## config.mk

```make
export PLATFORM = sky130hd
export DESIGN_NAME = riscv_base_div_sequencer
export DESIGN_NICKNAME = d
export VERILOG_FILES = /design/src/rtl/riscv_base_div_seq_pkg.sv /design/src/rtl/riscv_base_rr_arb2.sv /design/src/rtl/riscv_base_div_sequencer.sv
export SDC_FILE = /design/constraint.sdc
export NUM_CORES = 1
export LEC_CHECK = 0
export ABC_AREA = 1
export ABC_CLOCK_PERIOD_IN_PS = 1900
export CAP_MARGIN = 20
export CELL_PAD_IN_SITES_DETAIL_PLACEMENT = 1
export CELL_PAD_IN_SITES_GLOBAL_PLACEMENT = 2
export CORE_MARGIN = 5
export CORE_UTILIZATION = 19
export CTS_CLUSTER_DIAMETER = 100
export DETAILED_ROUTE_END_ITERATION = 16
export PLACE_DENSITY_LB_ADDON = 0.12
export SYNTH_ARGS = -nofsm -noshare
export SYNTH_HDL_FRONTEND = slang
export SYNTH_SLANG_ARGS = --single-unit
```

## constraint.sdc

```tcl
create_clock -name clk_i -period 1.9 [get_ports clk_i]
set_input_delay 0.285 -clock clk_i [delete_from_list [all_inputs] [get_ports clk_i]]
set_output_delay 0.285 -clock clk_i [all_outputs]
set_load 0.01 [all_outputs]
```

## src/rtl/riscv_base_div_seq_pkg.sv

```systemverilog
// riscv_base_div_seq_pkg: FSM encoding, id width and opcode field positions for the divider sequencer
package riscv_base_div_seq_pkg;
  typedef enum logic [1:0] {ST_IDLE, ST_ISSUE, ST_WAIT, ST_RESP} state_e;
  localparam int ID_W = 1;
  localparam int REG_W = 5;
  localparam int RS1_LSB = 15;
  localparam int RS2_LSB = 20;
endpackage

```

## src/rtl/riscv_base_rr_arb2.sv

```systemverilog
// riscv_base_rr_arb2: two-way round-robin arbiter, ties go to the requester not granted last
module riscv_base_rr_arb2 (
  input  logic       clk_i,
  input  logic       rst_i,
  input  logic [1:0] valid_i,
  input  logic       en_i,
  input  logic       update_i,
  output logic [1:0] grant_o
);
  logic last_q, last_d;
  always_comb begin
    grant_o = !en_i ? 2'b00 : (&valid_i) ? (last_q ? 2'b01 : 2'b10) : valid_i;
    last_d = (update_i && |grant_o) ? grant_o[1] : last_q;
  end
  always_ff @(posedge clk_i) last_q <= rst_i ? 1'b1 : last_d;
endmodule

```

## src/rtl/riscv_base_div_sequencer.sv

```systemverilog
// riscv_base_div_sequencer: arbitrates two requesters onto one iterative divider and returns tagged results
module riscv_base_div_sequencer
  import riscv_base_div_seq_pkg::*;
#(
  parameter int TIMEOUT_CYCLES = 40,
  parameter int TMR_W = 6
) (
  input  logic        clk_i,
  input  logic        rst_i,
  input  logic [1:0]  req_valid_i,
  output logic [1:0]  req_ready_o,
  input  logic [63:0] req_opcode_i,
  input  logic [63:0] req_pc_i,
  input  logic [9:0]  req_rd_idx_i,
  input  logic [63:0] req_ra_operand_i,
  input  logic [63:0] req_rb_operand_i,
  input  logic [1:0]  flush_i,
  output logic        div_valid_o,
  output logic [31:0] div_opcode_o,
  output logic [31:0] div_pc_o,
  output logic        div_invalid_o,
  output logic [4:0]  div_rd_idx_o,
  output logic [4:0]  div_ra_idx_o,
  output logic [4:0]  div_rb_idx_o,
  output logic [31:0] div_ra_operand_o,
  output logic [31:0] div_rb_operand_o,
  input  logic        div_wb_valid_i,
  input  logic [31:0] div_wb_value_i,
  output logic        resp_valid_o,
  input  logic        resp_ready_i,
  output logic        resp_id_o,
  output logic [4:0]  resp_rd_idx_o,
  output logic [31:0] resp_value_o,
  output logic        resp_timeout_o,
  output logic        busy_o
);
  state_e state_q, state_d;
  logic [31:0] opcode_q, opcode_d, pc_q, pc_d, ra_q, ra_d, rb_q, rb_d, value_q, value_d;
  logic [REG_W-1:0] rd_q, rd_d;
  logic [ID_W-1:0] id_q, id_d;
  logic kill_q, kill_d, timeout_q, timeout_d, kill_now, done;
  logic [TMR_W-1:0] tmr_q, tmr_d;
  logic [1:0] grant;
  riscv_base_rr_arb2 u_arb (
    .clk_i    (clk_i),
    .rst_i    (rst_i),
    .valid_i  (req_valid_i & ~flush_i),
    .en_i     (state_q == ST_IDLE),
    .update_i (|grant),
    .grant_o  (grant)
  );
  assign req_ready_o = grant;
  assign div_valid_o = state_q == ST_ISSUE;
  assign div_opcode_o = opcode_q;
  assign div_pc_o = pc_q;
  assign div_invalid_o = 1'b0;
  assign div_rd_idx_o = rd_q;
  assign div_ra_idx_o = opcode_q[RS1_LSB +: REG_W];
  assign div_rb_idx_o = opcode_q[RS2_LSB +: REG_W];
  assign div_ra_operand_o = ra_q;
  assign div_rb_operand_o = rb_q;
  assign resp_valid_o = state_q == ST_RESP;
  assign resp_id_o = id_q;
  assign resp_rd_idx_o = rd_q;
  assign resp_value_o = value_q;
  assign resp_timeout_o = timeout_q;
  assign busy_o = state_q != ST_IDLE;
  always_comb begin
    state_d = state_q;
    opcode_d = opcode_q;
    pc_d = pc_q;
    rd_d = rd_q;
    ra_d = ra_q;
    rb_d = rb_q;
    id_d = id_q;
    kill_d = kill_q;
    tmr_d = tmr_q;
    value_d = value_q;
    timeout_d = timeout_q;
    kill_now = kill_q | flush_i[id_q];
    done = div_wb_valid_i || tmr_q == TMR_W'(TIMEOUT_CYCLES - 1);
    case (state_q)
      ST_IDLE: if (|grant) begin
        state_d = ST_ISSUE;
        opcode_d = grant[1] ? req_opcode_i[63:32] : req_opcode_i[31:0];
        pc_d = grant[1] ? req_pc_i[63:32] : req_pc_i[31:0];
        rd_d = grant[1] ? req_rd_idx_i[9:5] : req_rd_idx_i[4:0];
        ra_d = grant[1] ? req_ra_operand_i[63:32] : req_ra_operand_i[31:0];
        rb_d = grant[1] ? req_rb_operand_i[63:32] : req_rb_operand_i[31:0];
        id_d = grant[1];
        kill_d = 1'b0;
      end
      ST_ISSUE: begin
        state_d = ST_WAIT;
        tmr_d = '0;
        kill_d = kill_now;
      end
      ST_WAIT: begin
        tmr_d = tmr_q + 1'b1;
        kill_d = kill_now;
        if (done) begin
          state_d = kill_now ? ST_IDLE : ST_RESP;
          value_d = kill_now ? value_q : div_wb_valid_i ? div_wb_value_i : '0;
          timeout_d = kill_now ? timeout_q : !div_wb_valid_i;
        end
      end
      default: state_d = (flush_i[id_q] || resp_ready_i) ? ST_IDLE : ST_RESP;
    endcase
  end
  always_ff @(posedge clk_i) begin
    if (rst_i) begin
      state_q <= ST_IDLE;
      opcode_q <= '0;
      pc_q <= '0;
      rd_q <= '0;
      ra_q <= '0;
      rb_q <= '0;
      id_q <= '0;
      kill_q <= 1'b0;
      tmr_q <= '0;
      value_q <= '0;
      timeout_q <= 1'b0;
    end else begin
      state_q <= state_d;
      opcode_q <= opcode_d;
      pc_q <= pc_d;
      rd_q <= rd_d;
      ra_q <= ra_d;
      rb_q <= rb_d;
      id_q <= id_d;
      kill_q <= kill_d;
      tmr_q <= tmr_d;
      value_q <= value_d;
      timeout_q <= timeout_d;
    end
  end
endmodule

```

# Word-level counts from Yosys, hierarchy flattened
# Cells that the tools add are included.
op_classes:
  n_addsub: 1
  n_lt_le_gt_ge: 1
  n_eq_ne: 6
  muxes: 19
  n_bitwise: 4
  n_reduce_logical: 14
op_table:
  columns: ["operator", "count"]
  rows:
  - ["$mux 32", 5]
  - ["$mux 2", 7]
  - ["$pmux 6 s2", 1]
  - ["$reduce_and 2->1", 4]
  - ["$add 6x1->6 const B", 1]
  - ["$eq 6x6->1 const B", 1]
  - ["$pmux 2 s3", 1]
  - ["$reduce_bool 2->1", 3]
  - ["$mux 5", 1]
  - ["$eq 2x2->1 const B", 2]
  - ["$ne 2x2->1 const B", 2]
  - ["$reduce_or 2->1", 2]
  - ["$mux 1", 3]
  - ["$reduce_and 3->1", 1]
  - ["$and 2x2->2", 1]
  - ["$eq 2x1->1 const B", 1]
  - ["$logic_not 2->1", 1]
  - ["$logic_or 1x1->1", 2]
  - ["$lt 1x2->1 const B", 1]
  - ["$not 2->2", 1]
  - ["$pmux 1 s2", 1]
  - ["$logic_not 1->1", 1]
  - ["$not 1->1", 1]
  - ["$or 1x1->1", 1]
totals:
  register_bits: 177
  out_inout_bits: 188

# Depth between registers and ports, before layout
depth:
  ltp_word: 8
  ltp_mapped: 12
  ltp_nobuf: 10

# Cells and area by module
# Synthesis repeated with hierarchy kept, for this count alone.
hier_totals:
  cells_unflattened: 1010
  area_unflattened_um2: 7489.7
by_module_without_submodules:
  columns: ["mod", "instances", "cells_per_inst", "area_each_um2", "seq_area_each_um2"]
  rows:
  - ["riscv_base_div_sequencer", 1, 997, 7408.4, 3523.4]
  - ["riscv_base_rr_arb2", 1, 13, 81.3, 20.0]

# Worst setup path before layout
# No wires, ideal clock.
synth_timing:
  path_type: "register -> register"
  start: "register state_q[0]"
  end: "register pc_q[11], in the netlist div_pc_o[11]"
  setup_ns: 0.110
  arrival_ns: 1.574
  path_slack_ns: 0.216
  path_stages_with_launch: 10
  n_path_buf: 2
  synth_period_minus_slack_ns: 1.684
  cell_sequence: "dfxtp_1 -> inv_1 -> ha_1 -> nand3_1 -> nand2_2 -> buf_6 -> buf_2 -> or2_2 -> nand3_1 -> inv_1"
synth_via:
  elab_chain_len: 4
synth_rtl:
  columns: ["item", "line", "text"]
  rows:
  - ["start, declared", "riscv_base_div_sequencer.sv:37", "state_e state_q, state_d;"]
  - ["start signal, assigned", "riscv_base_div_sequencer.sv:124", "state_q <= state_d;"]
  - ["$logic_not 2->1 *", "riscv_base_div_sequencer.sv:48, riscv_base_div_sequencer.sv:82", null]
  - ["$mux 2", "riscv_base_rr_arb2.sv:12", "grant_o = !en_i ? 2'b00 : (&valid_i) ? (last_q ? 2'b01 : 2'b10) : valid_i;"]
  - ["$reduce_or 2->1", "riscv_base_div_sequencer.sv:83", "ST_IDLE: if (|grant) begin"]
  - ["$reduce_and 2->1 (no line)", null, null]
  - ["end signal, assigned", "riscv_base_div_sequencer.sv:126", "pc_q <= pc_d;"]
  - ["end, declared", "riscv_base_div_sequencer.sv:38", "logic [31:0] opcode_q, opcode_d, pc_q, pc_d, ra_q, ra_d, rb_q, rb_d, value_q, value_d;"]
# Every way passes the cells marked *; elsewhere a longest branch is shown, timed or not.
# A chain may end at the register's enable or synchronous reset.

# Final worst setup path
layout_timing:
  start: "register state_q[1]"
  end: "output div_valid_o"
layout_via:
  elab_chain_len: 1
layout_rtl:
  columns: ["item", "line", "text"]
  rows:
  - ["$eq 2x1->1", "riscv_base_div_sequencer.sv:53", "assign div_valid_o = state_q == ST_ISSUE;"]
  - ["end, declared", "riscv_base_div_sequencer.sv:18", "output logic div_valid_o,"]
# No other way between the ends.

==> flow_summary.ini <==
[place]
port-buffer-count = 492
dp_slack_ns = -0.156
place_hpwl_um = 31100
gp_congestion = 0.755

[drt]
first_pass_iters = 5
drt_iter0_markers = 292
wl_um = 40400
avgViaCountPerCell = 4.07
avgRoutedWirePerCell_um = 17.1
final_antenna_net_count = 0
drc = 0
vias = 9632

[power_and_ir_drop]
netSwitchingFraction_pct = 35.1
cellLeakagePower_uw = 0.00699
power_frac_seq_pct = 30.0
p_sw_uw = 5830
clock_power_share_pct = 21.9
internal_power_uw = 10800
peakVddDrop_mv = 0.506
p_per_area_nw_per_um2 = 1100
power_frac_comb_pct = 48.1

[clocking]
clock_latency_ns = 0.48
htreeDepth = 4
cts_tree = yes
max-clock-path-buffers = 2
post-cts-setup-buffers = 0
cts_sinks = 177
numCtsBuffers = 17
cts.reportedPaths.clkPinSlew_ns = 0.07
cts_root_buf = clkbuf_16

[worst_setup_path]
reg2reg_to = div_ra_operand_o[21]
critPathCaptureType = output port
cp.arrival_ns = 1.51
critPathKind = flip-flop to output port
ff2ff_path_depth = 9
ff2ff_setup_slack_ns = 0.18
cp_data_required_time_ns = 1.62
worstPathMaxFanout = 2
timing.rr.start = state_q[0]
crit_path_start = state_q[1]
setup.worst_path.start_class = flip-flop

[worst_hold_path]
hold_class = input pin to flip-flop
hold_end = resp_value_o[2]
min_from = div_wb_value_i[2]
whs_path_depth = 3

[timing]
final_hold_viol_count = 0
finalSetupViolCount = 0
rsz0062_at_grt = false
fin_ws_ns = 0.100
maxSlewViolCount = 0
fin_setup_tns_ns = 0
fin_crit_sh_pct = 94.7
fin_crit_ns = 1.80
finalClockSkew_ns = 0.00674
max_freq_mhz = 556

[synth]
yosys.area_share.simple_pct = 42.1
ys_seq_area_share_pct = 41.1
synth.distinct_cells = 25
synth_area_sq_um = 8610
avgSynthCellArea_sq_um = 6.82
synth_area_leaders = dfxtp_1 41%, nand3_1 16%, nand2_1 15%
ys_seq_elements = 177
yosysTopAreaCell = dfxtp_1
synthAdderAreaFrac_pct = 0.872
ys_warn_count = 0
synth_compound_area_share_pct = 2.70
synthMuxAreaShare_pct = 0
synth_top_family_by_area = simple AND/OR/NAND/NOR gates
synth_nets = 1575
netlist_instances = 1263
synth_top_area_share_pct = 41.1
synth-xor-area-share_pct = 0.102

[finish]
area_delta_synth_final_pct = 75.7
drive_gt1_share_pct = 14.2
nets = 2059

[grt]
grt_pass1_wl_um = 60900
grt_max_degree = 55
grt_overflow = 0
antenna_found_initial = 5
grt_pass1_vias = 10106
groute.usage.overall_pct = 15.9

[die]
die_h_um = 223
die_w_um = 223
boundaryPins = 494
num_rows = 78
start_util_pct = 19.1
core_area_sq_um = 45100
die_area_sq_um = 49700

[status]
outcome = complete, no violations

[flow_run]
maxCapViolations = 0
worst max-delay path, cell delays in order, from the launching register on:
cell           delay [ns]
dfxtp_1              0.35
inv_2                0.06
buf_4                0.13
ha_1                 0.20
dlygate4sd2_1        0.30
how the worst max path moves through the flow:
stage                      to  slack, ns  cells past startpoint
2_1_floorplan    div_pc_o[11]       0.22                      9
3_3_place_gp   req_ready_o[1]      -0.12                      7
3_5_place_dp      div_pc_o[8]      -0.16                     12
4_1_cts        req_ready_o[1]      0.002                      7
5_1_grt        req_ready_o[0]      0.004                      5
6_report          div_valid_o       0.10                      4
layout make-up:
class	count	area (sq um)
fill	5515	30000
timing repair buffer	564	5690
multi-input combinational	833	3980
sequential	177	3540
tap	600	751
inverter	154	583
clock buffer	19	453
clock inverter	13	129
antenna	4	10.0
cells by family (layout without fill, tap and decap cells):
logic type / Yosys count / after routing
other: 1 / 5
AOI/OAI and AO/OA: 46 / 46
and+or+nand+nor: 779 / 779
adders and majority gates: 6 / 6
xor gates and xnor gates: 1 / 1
buffers and inverters: 253 / 750
DFF: 177 / 177
flip-flops by register name, summed over array words and instances, names as in the netlist, 2 cells and up:
signal / cells
div_opcode_o: 32
div_pc_o: 32
resp_value_o: 32
div_rd_idx_o: 5
div_ra_operand_o: 32
div_rb_operand_o: 32
tmr_q: 6
state_q: 2
per-layer routing:
layer / vias up / global-route usage (%) / share of wire, %
li1: 4876 / - / -
met1: 4448 / 18.3 / 42
met2: 263 / 27.3 / 49
met3: 41 / 5.42 / 6.5
met4: 4 / 6.30 / 2.5
met5: - / 0 / 0.072
through the flow:
stage	hold WS (ns)	total power, uW	area [sq um]	utilization [%]	instances
floorplan	0.432	9050	8610	-	1263
global placement	0.446	13100	14500	32.2	2328
detailed placement	0.455	13200	14500	32.2	2328
CTS	0.307	17100	15100	33.6	2360
global route	0.336	17800	15100	33.6	2363
finish	0.361	16600	15100	33.6	2364
power by group through the flow:
stage	Clock (uW)	Sequential (uW)	Combinational [uW]
detailed placement	0	5080	8140
floorplan	0	5400	3650
finish	3630	4990	7980
global route	3950	5100	8780
CTS	3860	5010	8200
global placement	0	5040	8080
repair_timing:
action                                  4_1_cts  5_1_grt
gates resized for setup                      16        1
pin swaps                                     1        1
endpoints found under the setup margin        5        1
hold buffers                                  0        0
synth_stat cells:
cell	instances
nand2_1	348
nand3_1	278
dfxtp_1	177
inv_1	152
or2_2	133
a21oi_1	43
buf_2	37
clkbuf_1	33
buf_4	16
nor2_1	12
buf_6	8
ha_1	6
clkbuf_2	4
inv_2	2
nand4_1	2
nor3_1	2
o21ai_0	2
buf_1	1
conb_1	1
nand2_2	1
nand2_4	1
nor2_2	1
nor3b_1	1
o211ai_1	1
xnor2_1	1
placed cells by master (no fill, tap or decap), types with 3 or more instances in the layout:
cell type / netlist / final
clkinvlp_4: 0 / 5
clkdlybuf4s50_1: 0 / 487
or2_2: 133 / 133
inv_2: 2 / 3
ha_1: 6 / 5
clkinv_4: 0 / 3
buf_4: 16 / 54
nor2_1: 12 / 12
buf_12: 0 / 18
clkbuf_16: 0 / 17
inv_1: 152 / 149
dfxtp_1: 177 / 177
diode_2: 0 / 4
nand3_1: 278 / 277
inv_6: 0 / 4
nand2_1: 348 / 348
a21oi_1: 43 / 43
Power figures use the tool's default switching activity.
